==> src/rtl/mmu_arb_pkg.sv <==
// Shared types and defaults for the SDRAM/MMU command-port arbiter.
`timescale 1ns/1ps
package mmu_arb_pkg;

  localparam int DEF_ADDR_W = 24;
  localparam int DEF_DATA_W = 32;
  localparam int LEN_W      = 8;

  typedef enum logic [1:0] {IDLE, CMD, DATA, DONE} arb_state_t;
  typedef enum logic       {OWN_DISP, OWN_LOAD}    owner_t;

endpackage

==> src/rtl/arb_streak_limiter.sv <==
// IDLE-time grant decision: display has priority unless the loader has been
// passed over MAX_STREAK times in a row.
`timescale 1ns/1ps
module arb_streak_limiter
  import mmu_arb_pkg::*;
#(
  parameter int MAX_STREAK = 4
) (
  input  logic   iCLK_50,
  input  logic   iRST,
  input  logic   arb_en,
  input  logic   disp_req,
  input  logic   load_req,
  output logic   grant,
  output owner_t grant_owner
);

  localparam int STREAK_W = (MAX_STREAK < 1) ? 1 : $clog2(MAX_STREAK + 1);
  localparam logic [STREAK_W-1:0] STREAK_MAX = STREAK_W'(MAX_STREAK);

  logic [STREAK_W-1:0] streak;
  logic                load_wins;

  // NOTE: every always_comb output gets a default first so no path can infer a latch.
  always_comb begin
    grant       = 1'b0;
    load_wins   = 1'b0;
    grant_owner = OWN_DISP;
    if (arb_en && (disp_req || load_req)) begin
      grant     = 1'b1;
      load_wins = load_req && (!disp_req || (streak == STREAK_MAX));
      if (load_wins) grant_owner = OWN_LOAD;
    end
  end

  // The streak only grows while the loader is actually waiting behind the display.
  always_ff @(posedge iCLK_50 or posedge iRST) begin
    if (iRST) begin
      streak <= '0;
    end else if (grant) begin
      if (grant_owner == OWN_LOAD || !load_req)
        streak <= '0;
      else if (streak != STREAK_MAX)
        streak <= streak + 1'b1;
    end
  end

endmodule

==> src/rtl/sdram_port_arbiter.sv <==
// Burst-level arbiter sharing the MMU command port between the display read
// path and the SPI image loader.
`timescale 1ns/1ps
module sdram_port_arbiter
  import mmu_arb_pkg::*;
#(
  parameter int ADDR_W     = DEF_ADDR_W,
  parameter int DATA_W     = DEF_DATA_W,
  parameter int MAX_STREAK = 4
) (
  input  logic              iCLK_50,
  input  logic              iRST,
  input  logic              iDisp_Req,
  input  logic [ADDR_W-1:0] iDisp_Addr,
  input  logic [LEN_W-1:0]  iDisp_Len,
  output logic              oDisp_Gnt,
  output logic              oDisp_Done,
  input  logic              iLoad_Req,
  input  logic [ADDR_W-1:0] iLoad_Addr,
  input  logic [LEN_W-1:0]  iLoad_Len,
  input  logic [DATA_W-1:0] iLoad_Wdata,
  output logic              oLoad_Ack,
  output logic              oLoad_Gnt,
  output logic              oLoad_Done,
  output logic              oMem_Cmd_Valid,
  input  logic              iMem_Cmd_Ready,
  output logic              oMem_Write,
  output logic [ADDR_W-1:0] oMem_Addr,
  output logic [LEN_W-1:0]  oMem_Len,
  output logic [DATA_W-1:0] oMem_Wdata,
  input  logic              iMem_Beat
);

  arb_state_t        state, state_next;
  owner_t            owner_q, grant_owner;
  logic              grant;
  logic [ADDR_W-1:0] addr_q;
  logic [LEN_W-1:0]  len_q;
  logic [LEN_W-1:0]  beat_cnt;
  logic              write_q;
  logic              last_beat;

  arb_streak_limiter #(.MAX_STREAK(MAX_STREAK)) u_streak (
    .iCLK_50     (iCLK_50),
    .iRST        (iRST),
    .arb_en      (state == IDLE),
    .disp_req    (iDisp_Req),
    .load_req    (iLoad_Req),
    .grant       (grant),
    .grant_owner (grant_owner)
  );

  assign last_beat = (state == DATA) && iMem_Beat && (beat_cnt == len_q);

  always_comb begin
    state_next = state;
    unique case (state)
      IDLE:    if (grant)          state_next = CMD;
      CMD:     if (iMem_Cmd_Ready) state_next = DATA;
      DATA:    if (last_beat)      state_next = DONE;
      DONE:                        state_next = IDLE;
      default:                     state_next = IDLE;
    endcase
  end

  // NOTE: iRST is asynchronous so a mid-burst reset drops ownership at once,
  // without waiting for a clock edge or emitting a Done pulse.
  always_ff @(posedge iCLK_50 or posedge iRST) begin
    if (iRST) begin
      state <= IDLE;
    end else begin
      // NOTE: sequential state uses non-blocking assignment so every register
      // samples pre-edge values regardless of statement order.
      state <= state_next;
    end
  end

  // Burst fields are latched once per grant and held stable through DONE.
  always_ff @(posedge iCLK_50 or posedge iRST) begin
    if (iRST) begin
      owner_q  <= OWN_DISP;
      addr_q   <= '0;
      len_q    <= '0;
      write_q  <= 1'b0;
      beat_cnt <= '0;
    end else if (state == IDLE && grant) begin
      owner_q  <= grant_owner;
      addr_q   <= (grant_owner == OWN_LOAD) ? iLoad_Addr : iDisp_Addr;
      len_q    <= (grant_owner == OWN_LOAD) ? iLoad_Len  : iDisp_Len;
      write_q  <= (grant_owner == OWN_LOAD);
      beat_cnt <= '0;
    end else if (state == DATA && iMem_Beat && !last_beat) begin
      beat_cnt <= beat_cnt + 1'b1;
    end
  end

  always_comb begin
    oDisp_Gnt      = (state != IDLE) && (owner_q == OWN_DISP);
    oLoad_Gnt      = (state != IDLE) && (owner_q == OWN_LOAD);
    oDisp_Done     = (state == DONE) && (owner_q == OWN_DISP);
    oLoad_Done     = (state == DONE) && (owner_q == OWN_LOAD);
    oLoad_Ack      = (state == DATA) && (owner_q == OWN_LOAD) && iMem_Beat;
    oMem_Cmd_Valid = (state == CMD);
    oMem_Write     = write_q;
    oMem_Addr      = addr_q;
    oMem_Len       = len_q;
    oMem_Wdata     = iLoad_Wdata;
  end

endmodule
==> config.mk <==
export PLATFORM = sky130hd
export DESIGN_NAME = sdram_port_arbiter
export DESIGN_NICKNAME = d
export VERILOG_FILES = /design/src/rtl/mmu_arb_pkg.sv /design/src/rtl/arb_streak_limiter.sv /design/src/rtl/sdram_port_arbiter.sv
export SDC_FILE = /design/constraint.sdc
export NUM_CORES = 1
export LEC_CHECK = 0
export ABC_AREA = 1
export BUFFER_PORTS_ARGS = -buffer_cell sky130_fd_sc_hd__buf_2
export CORE_MARGIN = 4
export CORE_UTILIZATION = 43
export CTS_CLUSTER_SIZE = 40
export DETAILED_ROUTE_END_ITERATION = 8
export PLACE_DENSITY_LB_ADDON = 0.3
export RECOVER_POWER = 100
export SYNTH_ARGS = -nofsm -noshare
export SYNTH_HDL_FRONTEND = slang
export SYNTH_SLANG_ARGS = --single-unit
export TNS_END_PERCENT = 10
==> constraint.sdc <==
create_clock -name iCLK_50 -period 2.09 [get_ports iCLK_50]
set_input_delay 0.1045 -clock iCLK_50 [delete_from_list [all_inputs] [get_ports iCLK_50]]
set_output_delay 0.1045 -clock iCLK_50 [all_outputs]
set_load 0.02 [all_outputs]
Word-level counts from Yosys, hierarchy flattened
Index checks and enable logic that the tools add are counted.
Cells by class
  add/sub/neg operators: 2
  equal/unequal tests: 9
  muxes and demuxes: 13
  bitwise logic cells: 1
  reduce and logical (&&, ||, !) cells: 24
Operators with widths (count)
  24-bit 2-to-1 mux: 1
  8-bit 2-to-1 mux: 3
  1-bit logical AND: 12
  8-bit by 1-bit adder with 8-bit output, second input constant: 1
  8-bit equality test: 1
  2-bit case mux with 4 select lines: 1
  2-bit 2-to-1 mux: 3
  3-bit 2-to-1 mux: 2
  2-bit nonzero test: 3
  2-bit equality test, second input constant: 2
  2-bit inequality test, second input constant: 2
  3-bit by 1-bit adder with 3-bit output, second input constant: 1
  3-bit equality test, second input constant: 1
  1-bit logical NOT: 3
  1-bit logical OR: 3
  1-bit 2-to-1 mux: 3
  3-bit inequality test, second input constant: 1
  3-bit AND reduction: 1
  2-bit by 1-bit equality test with 1-bit output, second input constant: 1
  2-bit logical NOT: 1
  2-bit by 1-bit inequality test with 1-bit output, second input constant: 1
  2-bit AND reduction: 1
  1-bit inverter: 1
Word-level totals
  register bits after elaboration: 46
  logic and storage cells: 55

Logic depth before layout (Yosys ltp)
  depth in word-level cells: 8
  mapped depth: 11

Hierarchy
A second synthesis with hierarchy kept.
Second synthesis, totals
  cell total of the unflattened synthesis: 364
  area total of the unflattened synthesis: 2785.2 µm²
Modules (own cells, without submodules)
  sdram_port_arbiter: times used 1, cells an instance 329, area an instance 2555.0 µm², sequential area each 1076.0 µm²
  arb_streak_limiter: times used 1, cells an instance 35, area an instance 230.2 µm², sequential area each 75.1 µm²

Least setup slack after synthesis
No wires, ideal clock.
  kind: reg-to-reg
  start: register state[0]
  end: register len_q[0] (netlist: oMem_Len[0])
  setup time: 0.126 ns
  data arrival time: 1.411 ns
  data required time: 1.964 ns
  slack: 0.553 ns
  stages on the path, launching flop included: 9
  path buffers: 1
  cell sequence: dfrtp_1 inv_1 ha_1 nand2_1 nor2_2 inv_2 buf_6 nor2_1 o22ai_1
On the way
  cells in the longest elaborated chain, start to end: 4
  elaborated cells between the ends (all ways): 6
Ends and longest elaborated chain
  start: declaration: line sdram_port_arbiter.sv:34  | arb_state_t state, state_next;
  start signal: assignment: line sdram_port_arbiter.sv:74  | state <= state_next;
  2-bit logical NOT (*): line sdram_port_arbiter.sv:46, sdram_port_arbiter.sv:86
  1-bit logical AND: line arb_streak_limiter.sv:29  | if (arb_en && (disp_req || load_req)) begin
  1-bit 2-to-1 mux: line arb_streak_limiter.sv:29
  8-bit 2-to-1 mux or 1-bit logical AND (tied branches): line sdram_port_arbiter.sv:89, sdram_port_arbiter.sv:86
  end signal: assignment: line sdram_port_arbiter.sv:89  | len_q <= (grant_owner == OWN_LOAD) ? iLoad_Len : iDisp_Len;
  end: declaration: line sdram_port_arbiter.sv:38  | logic [LEN_W-1:0] len_q;
Mark *: on every way between the ends. The rest lies on a longest branch, timed or not.
A chain may end at the register's enable or synchronous reset.

Worst setup path in the final report
  start: register state[0]
  end: register u_streak.streak[2]
On the way
  cells in the longest elaborated chain, start to end: 6
  elaborated cells between the ends (all ways): 8
Ends and longest elaborated chain
  2-bit logical NOT (*): line sdram_port_arbiter.sv:46  | .arb_en (state == IDLE),
  1-bit logical AND (*): line arb_streak_limiter.sv:29
  1-bit 2-to-1 mux: line arb_streak_limiter.sv:29
  1-bit logical OR: line arb_streak_limiter.sv:41  | if (grant_owner == OWN_LOAD || !load_req)
  2-bit nonzero test (no line)
  2-bit AND reduction (no line)
  end signal: assignment: line arb_streak_limiter.sv:44  | streak <= streak + 1'b1;
  end: declaration: line arb_streak_limiter.sv:21  | logic [STREAK_W-1:0] streak;
Marked as above.

==> out/results.tsv <==
stage	metric	value	unit
grt	use_met3	0.0605	
die	std_cell_rows	29	
synthesis	synth_top_cells_by_count	nand2_1, nor2_1, dfrtp_1	
min_path	hold_path.class	primary input to flip-flop	
cells_and_area	nFillCells	675	
die	die_w	88.4	um
synthesis	synth-edff-count	0	
setup_path	startpoint	state[0]	
cells_and_area	multiInputGateArea	1160	um^2
die	ios	173	
timing	hold_viol	0	
power	max-vdd-ir-drop	575	uV
timing	period_share	0.881	
synthesis	syn-num-nets	457	
clock_tree	cts_resized	0	
setup_path	critPathLaunchType	flip-flop	
synthesis	netlist_area	2780	um^2
cells_and_area	fin_area	3140	um^2
die	die_h	88.4	um
min_path	min_from	iLoad_Addr[2]	
job	maxCapViolations	0	
synthesis	syn_area_per_cell	8.02	um^2
synthesis	synthArstFlopShare	1.00	
setup_path	crit_type	flip-flop to flip-flop	
clock_tree	cts_num_sinks	46	
setup_path	cp_data_required_time	2.28	ns
synthesis	synthMostInstantiatedCell	nand2_1	
setup_path	slowest_stage	dfrtp_1	
setup_path	crit_fanout	27	
grt	grt_max_degree	36	
timing	worst_pin_slew	0.894	ns
place	hpwlAfterDp	5020	um
setup_path	cp.arrival	2.03	ns
grt	groute.layer.met1.usage	0.213	
synthesis	yosysUniqueCellTypes	27	
route	dr.pass1.iters	4	
timing	rsz0062_at_grt	false	
clock_tree	path_clk_slew	0.08	ns
place	portBuffers	108	
grt	grtUsageTotal	0.182	
clock_tree	clockBufferDepth	2	
route	drc_errors	0	
timing	clock_skew	0.00292	ns
clock_tree	post-cts-setup-buffer-count	0	
cells_and_area	syn_to_final_growth	13.0	%
synthesis	ys_seq_area_frac	0.414	
die	core	6310	um^2
place	placed_area	3100	um^2
synthesis	ys_ff_latch	46	
grt	grt.busiest_layer	met2	
clock_tree	root_buffer	clkbuf_8	
synthesis	synthFlopType	dfrtp_1	
outcome	status	finished, final reports clean	
grt	grt_pass1_vias	2491	
clock_tree	cts-htree-levels	2	
timing	max_freq	543	MHz
die	start_util	0.441	
route	wire_per_inst	13.2	um
route	drt_iter0_markers	82	
synthesis	yosys-top-cells-area	dfrtp_1, buf_4, nand2_1	
synthesis	yosysWarnings	0	
cells_and_area	regArea	1150	um^2
cells_and_area	drive_above_1_share	0.225	
cells_and_area	num_antenna_cells	0	
setup_path	slowest_delay	0.42	ns
setup_path	endpoint_kind	flip-flop	
grt	grt_pass1_wl	11100	um
place	gp_congestion	0.802	
clock_tree	clk_latency	0.29	ns
clock_tree	cts.hold.buffers_added	1	
synthesis	synth_top_area_cell	dfrtp_1	
die	die_area	7820	um^2
route	dr_total_vias	2411	
grt	grt_use_met2	0.318	
grt	antenna_found_initial	0	
timing	setup_viol_count_final	0	
power	p_leak	1.53	nW
synthesis	syn_inst	347	
timing	slew-limit-headroom	0.404	
route	via_per_inst	4.83	
timing	drv_slew	0	
synthesis	yosysTopAreaCellShare	0.414	
setup_path	r2r_start	state[0]	
grt	grt_overflow	0	
route	wl	6610	um
cells_and_area	nets	531	
timing	totalNegativeSetupSlack	0	ns
clock_tree	numCtsBuffers	5	
setup_path	cp_cell_sequence	inv_1 > ha_1 > inv_2 > a21oi_4 > clkbuf_4 > nand2_1 > xor2_1 > nor2_1	
route	ant_nets	0	
power	power_density	1460	nW/um^2
clock_tree	cts_tree	yes	
timing	layout_min_cycle_time	1.84	ns
[state kept, by name (all words and copies together) (netlist names)]
signal and count:
oMem_Len 8, beat_cnt 8, oMem_Write 1, u_streak.streak 3
state 2, oMem_Addr 24
[power breakdown]
part | internal (W) | switching (W) | total [W]
registers | 0.00132 | 0.000345 | 0.00166
logic | 0.000735 | 0.00153 | 0.00227
clock network | 0.000358 | 0.000298 | 0.000656
total | 0.00241 | 0.00218 | 0.00459
[worst max-delay path: cells and delay by family (launching register included)]
kind            cells  cell delay [ns]
compound gates      1             0.17
xor+xnor            1             0.14
flops               1             0.42
fa+ha+maj           1             0.31
simple gates        2             0.15
buf+inv             3             0.53
[stage by stage]
stage / instances / power, W / hold WS (ns) / setup slack (ns) / util
2_1_floorplan: 347 / 0.00354 / 0.275 / 0.553 / -
3_3_place_gp: 490 / 0.00409 / 0.0811 / 0.367 / 0.491
3_5_place_dp: 490 / 0.00414 / 0.0801 / 0.296 / 0.491
4_1_cts: 499 / 0.00481 / 0.0487 / 0.273 / 0.510
5_1_grt: 499 / 0.00502 / 0.0610 / 0.0453 / 0.498
6_report: 499 / 0.00459 / 0.0665 / 0.249 / 0.498
[per-layer routing]
| layer | wire [um] | up-vias |
|---|---|---|
| met4 | 68 | 0 |
| met1 | 2770 | 1092 |
| li1 | - | 1222 |
| met3 | 489 | 8 |
| met5 | 0 | - |
| met2 | 3280 | 89 |
[cell usage in the layout, fill, tap and decap left out]
cell,Yosys,routed
buf_2,7,69
nand2_1,64,66
o21ai_0,35,62
nor2_1,47,47
dfrtp_1,46,46
clkbuf_1,0,43
inv_1,20,20
nand3_1,10,10
ha_1,8,8
xnor2_1,5,5
clkbuf_8,0,5
o21ai_1,29,4
nor3_1,4,4
xor2_1,4,4
o21ai_2,6,4
inv_2,3,3
o22ai_1,3,3
buf_4,36,3
nor2_2,2,2
nand2_2,3,2
nand4_1,2,2
a21oi_4,1,1
a21oi_1,1,1
inv_4,1,1
xnor2_2,1,1
nand2_4,2,1
a32oi_1,1,1
or2_2,1,1
bufinv_16,0,1
dlygate4sd3_1,0,1
clkbuf_4,0,1
[cell type report]
| class | instances | area share |
|---|---|---|
| well taps | 77 | 0.0306 |
| clock inverters | 1 | 0.00955 |
| repair buffers | 115 | 0.172 |
| multi-input cells | 229 | 0.368 |
| flip-flops and latches | 46 | 0.366 |
| inverters | 24 | 0.0294 |
| clock buffers | 7 | 0.0243 |
[cells by family (layout without fill, tap and decap cells)]
group | Yosys count | in the layout | synth area share
buf+inv | 72 | 147 | 0.163
flops | 46 | 46 | 0.414
simple gates | 135 | 135 | 0.201
xor+xnor | 10 | 10 | 0.0342
fa+ha+maj | 8 | 8 | 0.0360
compound gates | 76 | 76 | 0.152
[final timing paths]
check,cells after the start,slack (ns),to
setup / recovery,8,0.25,u_streak.streak[2]
hold / removal,3,0.07,oMem_Addr[2]
setup reg to reg,8,0.25,u_streak.streak[2]
hold reg to reg,2,0.50,oMem_Addr[4]
max in group asynchronous,4,0.48,oMem_Write
min in group asynchronous,3,0.41,oMem_Addr[5]
(Power assumes the default switching activity.)
